===== config.mk =====
export PLATFORM = sky130hd
export DESIGN_NAME = i2c_rx_controller
export DESIGN_NICKNAME = d
export VERILOG_FILES = /design/src/rtl/i2c_pkg.sv /design/src/rtl/i2c_edge_detect.sv /design/src/rtl/i2c_rx_controller.sv
export SDC_FILE = /design/constraint.sdc
export NUM_CORES = 1
export LEC_CHECK = 0
export ABC_AREA = 1
export CORE_MARGIN = 4
export CORE_UTILIZATION = 50
export DETAILED_ROUTE_END_ITERATION = 8
export PLACE_DENSITY = 0.74
export SLEW_MARGIN = 20
export SYNTH_ARGS = -nofsm -noshare
export SYNTH_HDL_FRONTEND = slang
export SYNTH_SLANG_ARGS = --single-unit

===== constraint.sdc =====
create_clock -name clk -period 4.25 [get_ports clk]
set_clock_uncertainty 0.2 [all_clocks]
set_input_delay 0.85 -clock clk [delete_from_list [all_inputs] [get_ports clk]]
set_output_delay 0.85 -clock clk [all_outputs]
set_load 0.02 [all_outputs]

===== src/rtl/i2c_pkg.sv =====
// Shared types and widths for the I2C receive controller slice.
package i2c_pkg;

    localparam int unsigned ADDR_W = 7;
    localparam int unsigned BYTE_W = 8;
    localparam int unsigned CNT_W  = 3;

    typedef enum logic [2:0] {
        IDLE,
        ADDR,
        ADDR_ACK,
        DATA,
        DATA_ACK,
        IGNORE
    } state_t;

    // Address byte selects us only as a write (R/W bit = 0) to our address.
    function automatic logic addr_match(input logic [BYTE_W-1:0] addr_byte,
                                        input logic [ADDR_W-1:0] dev_addr);
        return (addr_byte[BYTE_W-1:1] == dev_addr) && !addr_byte[0];
    endfunction

endpackage


===== src/rtl/i2c_edge_detect.sv =====
// SCL edge strobes and START/STOP detection from already-synchronized SCL/SDA.
module i2c_edge_detect (
    input  logic clk,
    input  logic reset,
    input  logic scl_in,
    input  logic sda_in,
    output logic scl_rise,
    output logic scl_fall,
    output logic start_det,
    output logic stop_det
);

    logic scl_q;
    logic sda_q;

    // Previous-cycle samples; reset to the idle-bus level so no false edge follows reset.
    always_ff @(posedge clk) begin
        if (reset) begin
            scl_q <= 1'b1;
            sda_q <= 1'b1;
        end else begin
            scl_q <= scl_in;
            sda_q <= sda_in;
        end
    end

    assign scl_rise  =  scl_in & ~scl_q;
    assign scl_fall  = ~scl_in &  scl_q;
    assign start_det =  scl_in &  sda_q & ~sda_in;
    assign stop_det  =  scl_in & ~sda_q &  sda_in;

endmodule


===== src/rtl/i2c_rx_controller.sv =====
// I2C write-only target: address match, byte assembly, ACK/NACK drive on SDA.
module i2c_rx_controller
    import i2c_pkg::*;
#(
    parameter logic [ADDR_W-1:0] DEV_ADDR = 7'h2A
) (
    input  logic              clk,
    input  logic              reset,
    input  logic              scl_in,
    input  logic              sda_in,
    input  logic              rx_ready,
    output logic              sda_oe,
    output logic [BYTE_W-1:0] byte_data,
    output logic              byte_valid,
    output logic              addr_hit,
    output logic              busy
);

    logic scl_rise;
    logic scl_fall;
    logic start_det;
    logic stop_det;

    i2c_edge_detect u_edge (
        .clk      (clk),
        .reset    (reset),
        .scl_in   (scl_in),
        .sda_in   (sda_in),
        .scl_rise (scl_rise),
        .scl_fall (scl_fall),
        .start_det(start_det),
        .stop_det (stop_det)
    );

    state_t              state;
    logic [CNT_W-1:0]    bit_cnt;
    logic [BYTE_W-1:0]   shift;
    logic                ack_grant;
    logic                ack_phase;
    logic [BYTE_W-1:0]   shift_nxt_c;
    logic                last_bit_c;
    logic                start_ev_c;
    logic                stop_ev_c;

    // While we hold SDA low our own pull would look like bus conditions; ignore them.
    assign start_ev_c  = start_det & ~sda_oe;
    assign stop_ev_c   = stop_det  & ~sda_oe;
    assign shift_nxt_c = {shift[BYTE_W-2:0], sda_in};
    assign last_bit_c  = (bit_cnt == CNT_W'(BYTE_W - 1));

    always_ff @(posedge clk) begin
        if (reset) begin
            state      <= IDLE;
            bit_cnt    <= '0;
            shift      <= '0;
            byte_data  <= '0;
            byte_valid <= 1'b0;
            sda_oe     <= 1'b0;
            addr_hit   <= 1'b0;
            busy       <= 1'b0;
            ack_grant  <= 1'b0;
            ack_phase  <= 1'b0;
        end else begin
            byte_valid <= 1'b0;
            if (stop_ev_c) begin
                state     <= IDLE;
                bit_cnt   <= '0;
                shift     <= '0;
                sda_oe    <= 1'b0;
                addr_hit  <= 1'b0;
                busy      <= 1'b0;
                ack_grant <= 1'b0;
                ack_phase <= 1'b0;
            end else if (start_ev_c) begin
                state     <= ADDR;
                bit_cnt   <= '0;
                shift     <= '0;
                sda_oe    <= 1'b0;
                addr_hit  <= 1'b0;
                busy      <= 1'b1;
                ack_grant <= 1'b0;
                ack_phase <= 1'b0;
            end else begin
                unique case (state)
                    ADDR: begin
                        if (scl_rise) begin
                            shift   <= shift_nxt_c;
                            bit_cnt <= bit_cnt + CNT_W'(1);
                            if (last_bit_c) begin
                                ack_phase <= 1'b0;
                                if (addr_match(shift_nxt_c, DEV_ADDR)) begin
                                    state     <= ADDR_ACK;
                                    addr_hit  <= 1'b1;
                                    ack_grant <= 1'b1;
                                end else begin
                                    state     <= IGNORE;
                                    ack_grant <= 1'b0;
                                end
                            end
                        end
                    end
                    DATA: begin
                        if (scl_rise) begin
                            shift   <= shift_nxt_c;
                            bit_cnt <= bit_cnt + CNT_W'(1);
                            if (last_bit_c) begin
                                state     <= DATA_ACK;
                                ack_phase <= 1'b0;
                                ack_grant <= rx_ready;
                                if (rx_ready) begin
                                    byte_valid <= 1'b1;
                                    byte_data  <= shift_nxt_c;
                                end
                            end
                        end
                    end
                    // First SCL fall opens the ACK bit, second closes it.
                    ADDR_ACK, DATA_ACK: begin
                        if (scl_fall) begin
                            if (!ack_phase) begin
                                sda_oe    <= ack_grant;
                                ack_phase <= 1'b1;
                            end else begin
                                sda_oe    <= 1'b0;
                                ack_phase <= 1'b0;
                                state     <= DATA;
                                bit_cnt   <= '0;
                            end
                        end
                    end
                    default: begin
                    end
                endcase
            end
        end
    end

endmodule


* After elaboration in Yosys (flattened, before gate mapping)
Cells that the tools add are included.
W data, S select, Z words.
** Word-level totals
- Bits of input ports :: 5
- Logic and storage cells :: 98
- Bits in registers :: 29
- Output and inout bits :: 12
** Operators by class
- Equal/unequal tests :: 20
- Add/sub/neg operators :: 1
- Reductions and logical operators :: 20
- Muxes and demuxes :: 26
- Bitwise logic cells :: 18
** Operator list (count)
- $mux W3 :: 10
- $ne A3 B3 Y1 const B :: 6
- $reduce_and A7 Y1 :: 2
- $mux W1 :: 12
- $ne A2 B2 Y1 const B :: 6
- $reduce_and A4 Y1 :: 3
- $not A1 Y1 :: 10
- $pmux W3 S3 :: 1
- $and A1 B1 Y1 :: 8
- $eq A7 B6 Y1 const B :: 1
- $eq A3 B2 Y1 const B :: 2
- $eq A3 B3 Y1 const B :: 2
- $pmux W3 S2 :: 1
- $reduce_and A6 Y1 :: 1
- $reduce_or A2 Y1 :: 3
- $reduce_or A6 Y1 :: 1
- $reduce_and A5 Y1 :: 1
- $ne A2 B1 Y1 const B :: 2
- $pmux W1 S2 :: 2
- $reduce_and A2 Y1 :: 2
- $reduce_bool A2 Y1 :: 2
- $reduce_bool A4 Y1 :: 1
- $add A3 B1 Y3 const B :: 1
- $eq A3 B1 Y1 const B :: 1
- 4 further kinds :: 4

* Longest topological paths before layout
Gate-level depths: netlist of run 1.
- Depth after elaboration :: 7
- Gate-level depth with buffers :: 11
- Mapped depth without buffers :: 11

* Modules after synthesis
Synthesis of run 1 repeated with hierarchy kept, for this count alone.
** Unflattened totals
- Cell total of the unflattened synthesis :: 167
- Area total of the unflattened synthesis :: 1248.7 um^2
** By module, submodules not included
- i2c_rx_controller :: cells an instance 155, times used 1, area each 1166.1 um^2, seq. area each 540.5 um^2
- i2c_edge_detect :: cells an instance 12, times used 1, area each 82.6 um^2, seq. area each 40.0 um^2

* Worst setup path after synthesis of run 1
No wires, ideal clock.
- Kind :: input to register
- Start :: input port sda_in
- End :: register shift[4]
- Library setup time :: 0.121 ns
- Slack :: 2.429 ns
- Arrival :: 1.500 ns
- Path buffers :: 1
- Required time :: 3.929 ns
- Cell stages on the path :: 7
- Path through :: inv_1 > nand4_2 > nand2_1 > nor2_2 > buf_4 > o21ai_0 > a21oi_1
** On the way
- Word-level cells in the longest chain between the ends :: 4
- Elaborated cells between the ends (all ways) :: 6
- Classes of those cells :: bitwise: 5; reduce/logical: 1
** RTL lines
- start, declared :: line i2c_rx_controller.sv:10 : input logic sda_in,
- $not A1 Y1 :: line i2c_edge_detect.sv:29 : assign start_det = scl_in & sda_q & ~sda_in;
- $and A1 B1 Y1 :: line i2c_edge_detect.sv:29
- $and A1 B1 Y1 :: line i2c_rx_controller.sv:46 : assign start_ev_c = start_det & ~sda_oe;
- $reduce_or A3 Y1 (no source line) (*)
- end signal, assigned :: line i2c_rx_controller.sv:87 : shift <= shift_nxt_c;
- end signal, assigned :: line i2c_rx_controller.sv:104 : shift <= shift_nxt_c;
- end, declared :: line i2c_rx_controller.sv:37 : logic [BYTE_W-1:0] shift;
Mark *: on every way between the ends. The rest lies on a longest branch, timed or not.
A chain may end at the register's enable or synchronous reset.

* Worst setup path in the final report of run 1
- Start :: input port scl_in
- End :: register bit_cnt[0]
** On the way
- Word-level cells in the longest chain between the ends :: 4
- Elaborated cells between the ends (all ways) :: 13
- Classes of those cells :: eq/ne: 2; bitwise: 9; reduce/logical: 2
** RTL lines
- start, declared :: line i2c_rx_controller.sv:9 : input logic scl_in,
- $not A1 Y1, or another cell as far along :: line i2c_edge_detect.sv:28 : assign scl_fall = ~scl_in & scl_q;
- $and A1 B1 Y1, on equally long branches :: line i2c_edge_detect.sv:28, i2c_edge_detect.sv:29, i2c_edge_detect.sv:30
- $ne A2 B2 Y1 (no source line), or another cell as far along
- $reduce_and A4 Y1 (no source line) or $reduce_or A3 Y1 (tied branches)
- end signal, assigned :: line i2c_rx_controller.sv:88 : bit_cnt <= bit_cnt + CNT_W'(1);
- end signal, assigned :: line i2c_rx_controller.sv:105 : bit_cnt <= bit_cnt + CNT_W'(1);
- end, declared :: line i2c_rx_controller.sv:36 : logic [CNT_W-1:0] bit_cnt;
Several ways; a longest one is shown, not always the timed one.

==> results of run 1 <==
==> worst min-delay path, stage by stage, from the launching register on <==
cell,delay (ns)
dfxtp_1,0.32
inv_1,0.04
a21oi_1,0.05
==> state kept, by name, indices dropped and copies added, names as in the netlist <==
register,cells
u_edge.sda_q,1
ack_phase,1
bit_cnt,3
shift,7
addr_hit,1
sda_oe,1
state,3
busy,1
byte_data,8
ack_grant,1
u_edge.scl_q,1
byte_valid,1
==> metrics by stage <==
step	worst slack [ns]	area, um2	hold slack (ns)	util (%)	std cells
2_1_floorplan	2.43	1260	0.240	-	168
3_3_place_gp	1.54	1440	0.244	62.5	210
3_5_place_dp	1.49	1440	0.249	62.5	210
4_1_cts	1.84	1510	0.262	65.6	218
5_1_grt	1.71	1510	0.275	65.6	218
6_report	1.85	1510	0.259	65.6	218
==> cell families after synthesis <==
| family | after synthesis |
|---|---|
| compound gates | 37 |
| fa+ha+maj | 2 |
| buf+inv | 26 |
| flops | 29 |
| simple gates | 74 |
==> final timing paths <==
check | depth (start not counted) | endpoint | slack [ns] | start
setup / recovery | 6 | bit_cnt[0]$_SDFFE_PP0P_ | 1.85 | scl_in
hold / removal | 2 | addr_hit$_SDFFE_PP0P_ | 0.26 | addr_hit$_SDFFE_PP0P_
setup reg to reg | 5 | bit_cnt[0]$_SDFFE_PP0P_ | 2.41 | state[0]$_SDFFE_PP0P_
hold reg to reg | 2 | addr_hit$_SDFFE_PP0P_ | 0.26 | addr_hit$_SDFFE_PP0P_
==> where the power goes <==
part | leakage (nW) | switching (mW) | internal, mW
clock network | 0.0413 | 0.0924 | 0.0957
registers | 0.235 | 0.00282 | 0.275
logic | 0.341 | 0.0184 | 0.0108
==> synth_stat cells <==
cell / instances
nand4_2: 2
ha_1: 2
nand2_2: 3
a21oi_1: 16
nor3_2: 1
nand3_2: 2
inv_1: 24
nand3_1: 4
nand2_1: 28
nor2_4: 2
nor2_1: 26
o21ai_0: 18
a21oi_2: 1
nand4_1: 1
buf_4: 2
nor2_2: 4
o21ai_1: 2
dfxtp_1: 29
or2_2: 1
==> per-layer routing <==
metal	global-route usage [%]	vias up	wire length (um)
li1	-	577	-
met1	19.9	496	1200
met2	27.6	21	1130
met3	7.57	5	163
met4	6.95	0	47
met5	0	-	0
==> layout make-up <==
type,instances,area (um2)
sequential,29,581
multi-input combinational,113,571
tap,28,35.0
inverter,24,90.1
clock inverter,1,5.00
clock buffer,7,65.1
fill,215,791
timing repair buffer,16,160
==> results.toml, run 1 <==
[worst_setup_path]
crit_slowest_cell = "clkdlybuf4s50_1"
slowest_delay_ns = 0.60
crit_chain = "clkdlybuf4s50_1 -> nand2_2 -> a21oi_2 -> o21ai_0 -> o21ai_1 -> nor2_1"
critPathLaunchType = "input pin"
crit_required_ns = 4.27
cpLargestDelayFamily = "compound AO/OA/AOI/OAI gates"
crit_buf_inv = 1
worstPathArrival_ns = 2.43
critPathMaxFanout = 12
worstSetupPathType = "in2reg"
end_kind = "flip-flop"

[synthesis]
synth_top_family_by_area = "simple AND/OR/NAND/NOR gates"
synth.distinct_cells = 19
synthSimpleGateAreaFrac_pct = 28.4
syn-num-nets = 175
synth_top_area_share_pct = 46.2
yosys.area.top_type = "dfxtp_1"
synth_cells = 168
avgSynthCellArea_um2 = 7.48
netlist_area_um2 = 1260
synth-xor-area-share_pct = 0
yosysWarnings = 0
synth-seq-area-share_pct = 46.2
synth_compound_area_share_pct = 15.0
yosys-top-cells-area = "dfxtp_1, nand2_1, nor2_1, o21ai_0, inv_1"
muxShareOfSynthArea_pct = 0
synth_seq_cells = 29
synthAdderAreaFrac_pct = 1.99

[sta]
tightest_slew_ns = 0.467
setup_viol = 0
rsz0062_at_grt = "false"
maxSlewViolCount = 0
setup_tns_ns = 0
slew_headroom_pct = 68.9
hold_viol = 0
post-route-min-period_ns = 2.40
max_freq_ghz = 0.416
fin_crit_sh_pct = 56.5

[final_layout]
final_cell_mix = "dfxtp_1, nand2_1, nor2_1"
drive_above_1_share_pct = 12.6
syn2layout_area_growth_pct = 19.9
antenna_cells = 0
final_common_cell = "dfxtp_1"
final_nets = 196

[global_route]
grt_pass1_vias = 1058
grt_overflow_total = 0
grt_max_degree = 14
grt_pass1_wl_mm = 4.40
grt_usage_pct = 17.2
antenna_found_initial = 0

[clock_tree]
clk_pin_slew_worst_paths_ns = 0.08
htreeDepth = 2
cts_tree = "done"
numCtsBuffers = 5
insertion_delay_ns = 0.33
cts_hold_buf = 0
cts_buffer_depth = 2
cts_resized = 0
post_cts_buffers = 0
cts_root_buffer = "clkbuf_4"
cts.sinks = 29

[floorplan]
start_util_pct = 54.7
core_um2 = 2300
die_height_um = 58.1
ioPinCount = 17
die_area_um2 = 3380
rows = 17
die_w_um = 58.1

[drt]
wl_mm = 2.54
drt-wirelength-per-cell_um = 11.7
drt_iter0_drc = 27
antenna_left = 0
drc = 0
via_per_inst = 5.04
drt-pass1-iter-count = 4
vias = 1099

[power]
powerDensity_nw_per_um2 = 329
p_total_uw = 495
leakage_nw = 0.617
vdd_drop_max_v = 0.000264

[placed_design]
place.port_buffers = 16
dp_hpwl_mm = 1.94
place.gp.congestion = 0.925

[run_status]
status = "complete, no violations"

[hold_path]
hp-class = "reg2reg"

[run]
maxCapViolations = 0
(Power assumes the default switching activity.)
==> inputs of run 2 (changes only) <==
==> constraint.sdc (replaced) <==
create_clock -name clk -period 2.3 [get_ports clk]
set_clock_uncertainty 0.2 [all_clocks]
set_input_delay 0.46 -clock clk [delete_from_list [all_inputs] [get_ports clk]]
set_output_delay 0.46 -clock clk [all_outputs]
set_load 0.02 [all_outputs]
==> run 2 against run 1 <==
Against the previous run:
- cell count up 0.46%
- via count fell by 1.2%
- non-clock buffer count increased by 2
- sequential cell count unchanged
- first-iteration DRC count is 26% lower
- combinational power is 92% higher
- die area unchanged
- design area grew 1.2%
- sequential power is 85% higher
- routed wire length up 3.1%
==> results.toml, run 2 (synthesis results as in run 1) <==
[worst_setup_path]
crit_slowest_cell = "clkdlybuf4s50_1"
crit_chain = "clkdlybuf4s50_1"
critPathCapture = "sda_oe"
critPathMaxFanout = 3
crit_start = "sda_oe$_SDFFE_PP0P_"
crit_required_ns = 1.64
reg2reg_slack_ns = 0.57
crit_cells = 1
reg2reg_to = "byte_data[7]$_SDFFE_PP0P_"
critPathLaunchType = "flip-flop"
cpLargestDelayFamily = "buffers and inverters"
worstSetupPathType = "reg2out"
end_kind = "output pin"
worstPathArrival_ns = 1.30
r2r_start = "bit_cnt[0]$_SDFFE_PP0P_"
rr_worst_depth = 7
slowest_delay_ns = 0.61
crit_buf_inv = 1

[sta]
setup_viol = 0
hold_viol = 0
fin_crit_sh_pct = 85.4
post-route-min-period_ns = 1.96
max_freq_ghz = 0.509
rsz0062_at_grt = "false"
setup_tns_ns = 0
tightest_slew_ns = 0.366
maxSlewViolCount = 0
slew_headroom_pct = 75.3

[power]
leakage_nw = 0.627
powerDensity_nw_per_um2 = 636
vdd_drop_max_v = 0.000487

[final_layout]
final_nets = 198
largestRegisters = "byte_data: 8 flops, shift: 7 flops"
syn2layout_area_growth_pct = 21.3
largest_reg_flops = 8
post-route-util_pct = 66.3
regArea_um2 = 581
final_cell_mix = "dfxtp_1, nand2_1, nor2_1"
drive_above_1_share_pct = 13.1
antenna_cells = 0
top_register = "byte_data"
nFillCells = 210
multi_input_area_um2 = 571
final_common_cell = "dfxtp_1"

[hold_path]
hp-class = "reg2reg"

[clock_tree]
cts.sinks = 29
cts_tree = "done"
post_cts_buffers = 0
cts_resized = 0
insertion_delay_ns = 0.34
numCtsBuffers = 5
clk_pin_slew_worst_paths_ns = 0.09
cts_root_buffer = "clkbuf_4"
cts_buffer_depth = 2
cts_hold_buf = 0
htreeDepth = 2

[drt]
drt-pass1-iter-count = 4
drt_iter0_drc = 20
wl_mm = 2.62
drc = 0
drt-wirelength-per-cell_um = 12.0
via_per_inst = 4.96
vias = 1086
antenna_left = 0

[placed_design]
place.port_buffers = 16
place.gp.congestion = 0.890
dp_hpwl_mm = 1.97

[global_route]
grt_usage_pct = 18.8
grt_pass1_wl_mm = 4.72
grt_pass1_vias = 1057
grt_max_degree = 14
antenna_found_initial = 0
grt_overflow_total = 0

[floorplan]
rows = 17
start_util_pct = 54.7
die_height_um = 58.1
ioPinCount = 17
die_w_um = 58.1
core_um2 = 2300
die_area_um2 = 3380

[run]
maxCapViolations = 0

[run_status]
status = "complete, no violations"
-- run 2: final cells by class --
cell class | count | area share [%]
multi-input cells | 113 | 37.4
repair buffers | 18 | 11.5
flip-flops and latches | 29 | 38.1
clock inverters | 2 | 2.30
well taps | 28 | 2.30
inverters | 24 | 5.91
clock buffers | 5 | 2.46
-- run 2: metal layers --
layer / vias to the layer above / track usage [%] / part of all wire [%]
met5: - / 0 / 0
met4: 0 / 10.9 / 2.2
met3: 7 / 5.57 / 6.3
met2: 27 / 27.9 / 44
met1: 470 / 24.1 / 48
li1: 582 / - / -
-- run 2: worst min-delay path: cells and delay by family, from the launching register on --
family          cells  cell delay (ns)
buf+inv             1             0.05
flops               1             0.32
compound gates      1             0.05
-- run 2: per-stage QoR --
stage | total power, mW | std cells | hold WS [ns] | setup slack, ns | cell area, um2
2_1_floorplan | 0.560 | 168 | 0.240 | 0.785 | 1260
3_3_place_gp | 0.580 | 212 | 0.240 | 0.158 | 1450
3_5_place_dp | 0.580 | 212 | 0.243 | 0.118 | 1450
4_1_cts | 0.976 | 219 | 0.264 | 0.329 | 1520
5_1_grt | 1.01 | 219 | 0.281 | 0.275 | 1520
6_report | 0.969 | 219 | 0.257 | 0.336 | 1520
-- run 2: how the worst min path moves through the flow --
stage / start / endpoint / slack (ns) / cells after the start
5_1_grt: addr_hit$_SDFFE_PP0P_ / addr_hit$_SDFFE_PP0P_ / 0.28 / 2
3_5_place_dp: addr_hit$_SDFFE_PP0P_ / addr_hit$_SDFFE_PP0P_ / 0.24 / 2
2_1_floorplan: shift[6]$_SDFFE_PP0P_ / shift[6]$_SDFFE_PP0P_ / 0.24 / 2
4_1_cts: busy$_SDFFE_PP0P_ / busy$_SDFFE_PP0P_ / 0.26 / 2
6_report: busy$_SDFFE_PP0P_ / busy$_SDFFE_PP0P_ / 0.26 / 2
3_3_place_gp: addr_hit$_SDFFE_PP0P_ / addr_hit$_SDFFE_PP0P_ / 0.24 / 2
-- run 2: report_power, final --
group          switching [mW]  total [mW]  internal (mW)
clock network           0.179       0.400          0.221
registers             0.00481       0.513          0.508
logic                  0.0343      0.0563         0.0220
total                   0.218       0.969          0.751
==> inputs of run 3 (changes only) <==
--- a/config.mk
+++ b/config.mk
@@ -10,7 +10,9 @@
 export CORE_UTILIZATION = 50
 export DETAILED_ROUTE_END_ITERATION = 8
 export PLACE_DENSITY = 0.74
+export SETUP_SLACK_MARGIN = 0.15
 export SLEW_MARGIN = 20
 export SYNTH_ARGS = -nofsm -noshare
 export SYNTH_HDL_FRONTEND = slang
+export SYNTH_HIERARCHICAL = 1
 export SYNTH_SLANG_ARGS = --single-unit
==> run 3 against run 2 <==
Against the previous run:
- clock power shrank 21%
- core utilization shrank 0.60 points
- synthesized cell count is 0.60% lower
- cell count up 0.46%
- critical path type unchanged
- largest cell class unchanged
==> results.toml, run 3 <==
[hold_path]
hp-class = "reg2reg"

[power]
leakage_nw = 0.626
power.share.combinational_pct = 6.4
p_sw_share_pct = 23.6
powerDensity_nw_per_um2 = 586
power_switching_uw = 209
intPower_uw = 676
power_frac_clock_pct = 35.7
vdd_drop_max_v = 0.000448
seqPwrFrac_pct = 57.9

[drt]
drt_iter0_drc = 34
wl_mm = 2.49
antenna_left = 0
vias = 1117
drt-wirelength-per-cell_um = 11.3
drt-pass1-iter-count = 4
via_per_inst = 5.08
drc = 0

[final_layout]
largestRegisters = "byte_data: 8 flops, shift: 7 flops"
syn2layout_area_growth_pct = 20.9
top_register = "byte_data"
multi_input_area_um2 = 556
final_cell_mix = "nand2_1, dfxtp_1, a21oi_1"
drive_above_1_share_pct = 12.5
antenna_cells = 0
nFillCells = 208
final_common_cell = "nand2_1"
final_cells = 220
regArea_um2 = 581
final_nets = 199
largest_reg_flops = 8

[synthesis]
synthFlopType = "dfxtp_1"
synth_edf_count = 0
yosys.area.top_type = "dfxtp_1"
netlist_area_um2 = 1250
synth.most_common_cell = "nand2_1"
yosys-top-cells-count = "nand2_1, dfxtp_1, a21oi_1"
synth_cells = 167
synth.distinct_cells = 20
synth_top_area_share_pct = 46.5
synth_seq_cells = 29
synth-seq-area-share_pct = 46.5
yosysWarnings = 6
ys_async_sr_fraction_pct = 0
avgSynthCellArea_um2 = 7.48
syn-num-nets = 174
yosys-top-cells-area = "dfxtp_1, a21oi_1, nand2_1, inv_1, o21ai_0"

[floorplan]
die_w_um = 58.0
die_height_um = 58.0
core_um2 = 2300
start_util_pct = 54.4
rows = 17
ioPinCount = 17
die_area_um2 = 3360

[clock_tree]
insertion_delay_ns = 0.33
cts_tree = "done"
cts.sinks = 29
numCtsBuffers = 5
cts_hold_buf = 0
cts_root_buffer = "clkbuf_4"
htreeDepth = 2
cts_buffer_depth = 2
cts_resized = 0
clk_pin_slew_worst_paths_ns = 0.09
post_cts_buffers = 0

[worst_setup_path]
worstSetupPathType = "reg2out"
worstPathArrival_ns = 1.29
end_kind = "output pin"
crit_buf_inv = 1
critPathMaxFanout = 3
crit_slowest_cell = "clkdlybuf4s50_1"
crit_chain = "clkdlybuf4s50_1"
critPathLaunchType = "flip-flop"
cpLargestDelayFamily = "buffers and inverters"
reg2reg_slack_ns = 0.62
slowest_delay_ns = 0.61
crit_required_ns = 1.64

[placed_design]
place.port_buffers = 16
dp_cells = 213
dp_hpwl_mm = 1.91
place.gp.congestion = 0.800

[sta]
setup_viol = 0
maxSlewViolCount = 0
hold_viol = 0
max_freq_ghz = 0.512
slew_headroom_pct = 78.8
post-route-min-period_ns = 1.95
rsz0062_at_grt = "false"
tightest_slew_ns = 0.318
setup_tns_ns = 0
fin_crit_sh_pct = 84.9

[run]
maxCapViolations = 0

[global_route]
grt_max_degree = 17
antenna_found_initial = 0
grt_pass1_vias = 1046
grt_overflow_total = 0
grt_usage_pct = 16.9
grt_pass1_wl_mm = 4.30

[run_status]
status = "complete, no violations"
[run 3: cell types whose count changed after synthesis, sizes merged]
| cell | delta |
|---|---|
| nor2 | -15 |
| a21oi | +8 |
| inv | +1 |
| o21ai | -3 |
| nor3 | -1 |
| nand3 | +4 |
| nand2 | +3 |
| or2 | +2 |
[run 3: stage by stage]
step                      hold slack (ns)  power (mW)  setup WS (ns)  util (%)  area, um2
after floorplan                     0.239       0.557          0.751         -       1250
after global placement              0.250       0.580         0.0965      63.3       1460
after detailed placement            0.259       0.581         0.0442      63.3       1460
after CTS                           0.276       0.892          0.334      65.7       1510
after global routing                0.298       0.922          0.160      65.7       1510
final                               0.275       0.885          0.348      65.7       1510
[run 3: worst paths after layout]
| path | startpoint | end | cells past startpoint |
|---|---|---|---|
| worst min register to register | ack_phase$_SDFFE_PP0P_ | ack_phase$_SDFFE_PP0P_ | 2 |
| worst min-delay path | ack_phase$_SDFFE_PP0P_ | ack_phase$_SDFFE_PP0P_ | 2 |
| worst max register to register | bit_cnt[0]$_SDFFE_PP0P_ | byte_data[0]$_SDFFE_PP0P_ | 8 |
| worst max-delay path | sda_oe$_SDFFE_PP0P_ | sda_oe | 1 |
[run 3: area by class of cell]
| type | count | share of cell area (%) |
|---|---|---|
| clock buffers | 7 | 3.65 |
| inverters | 25 | 6.21 |
| well taps | 28 | 2.32 |
| flip-flops and latches | 29 | 38.4 |
| multi-input cells | 111 | 36.8 |
| repair buffers | 20 | 12.6 |
[run 3: cells by family after synthesis]
group,count (synthesis),share of synthesized area [%]
fa+ha+maj,2,2.00
buf+inv,27,9.02
simple gates,67,25.4
flops,29,46.5
compound gates,42,17.1
[run 3: power by group through the flow]
stage | Clock [mW] | Sequential, mW | Combinational (mW)
after floorplan | 0 | 0.524 | 0.0322
after global placement | 0 | 0.524 | 0.0560
after detailed placement | 0 | 0.524 | 0.0568
after CTS | 0.322 | 0.512 | 0.0572
after global routing | 0.344 | 0.513 | 0.0648
final | 0.316 | 0.512 | 0.0566
[run 3: metal layers]
layer,global-route usage (%),up-vias,wire [um]
li1,-,589,-
met1,19.9,507,1150
met2,26.9,16,1170
met3,7.35,5,124
met4,6.29,0,38
met5,0,-,0
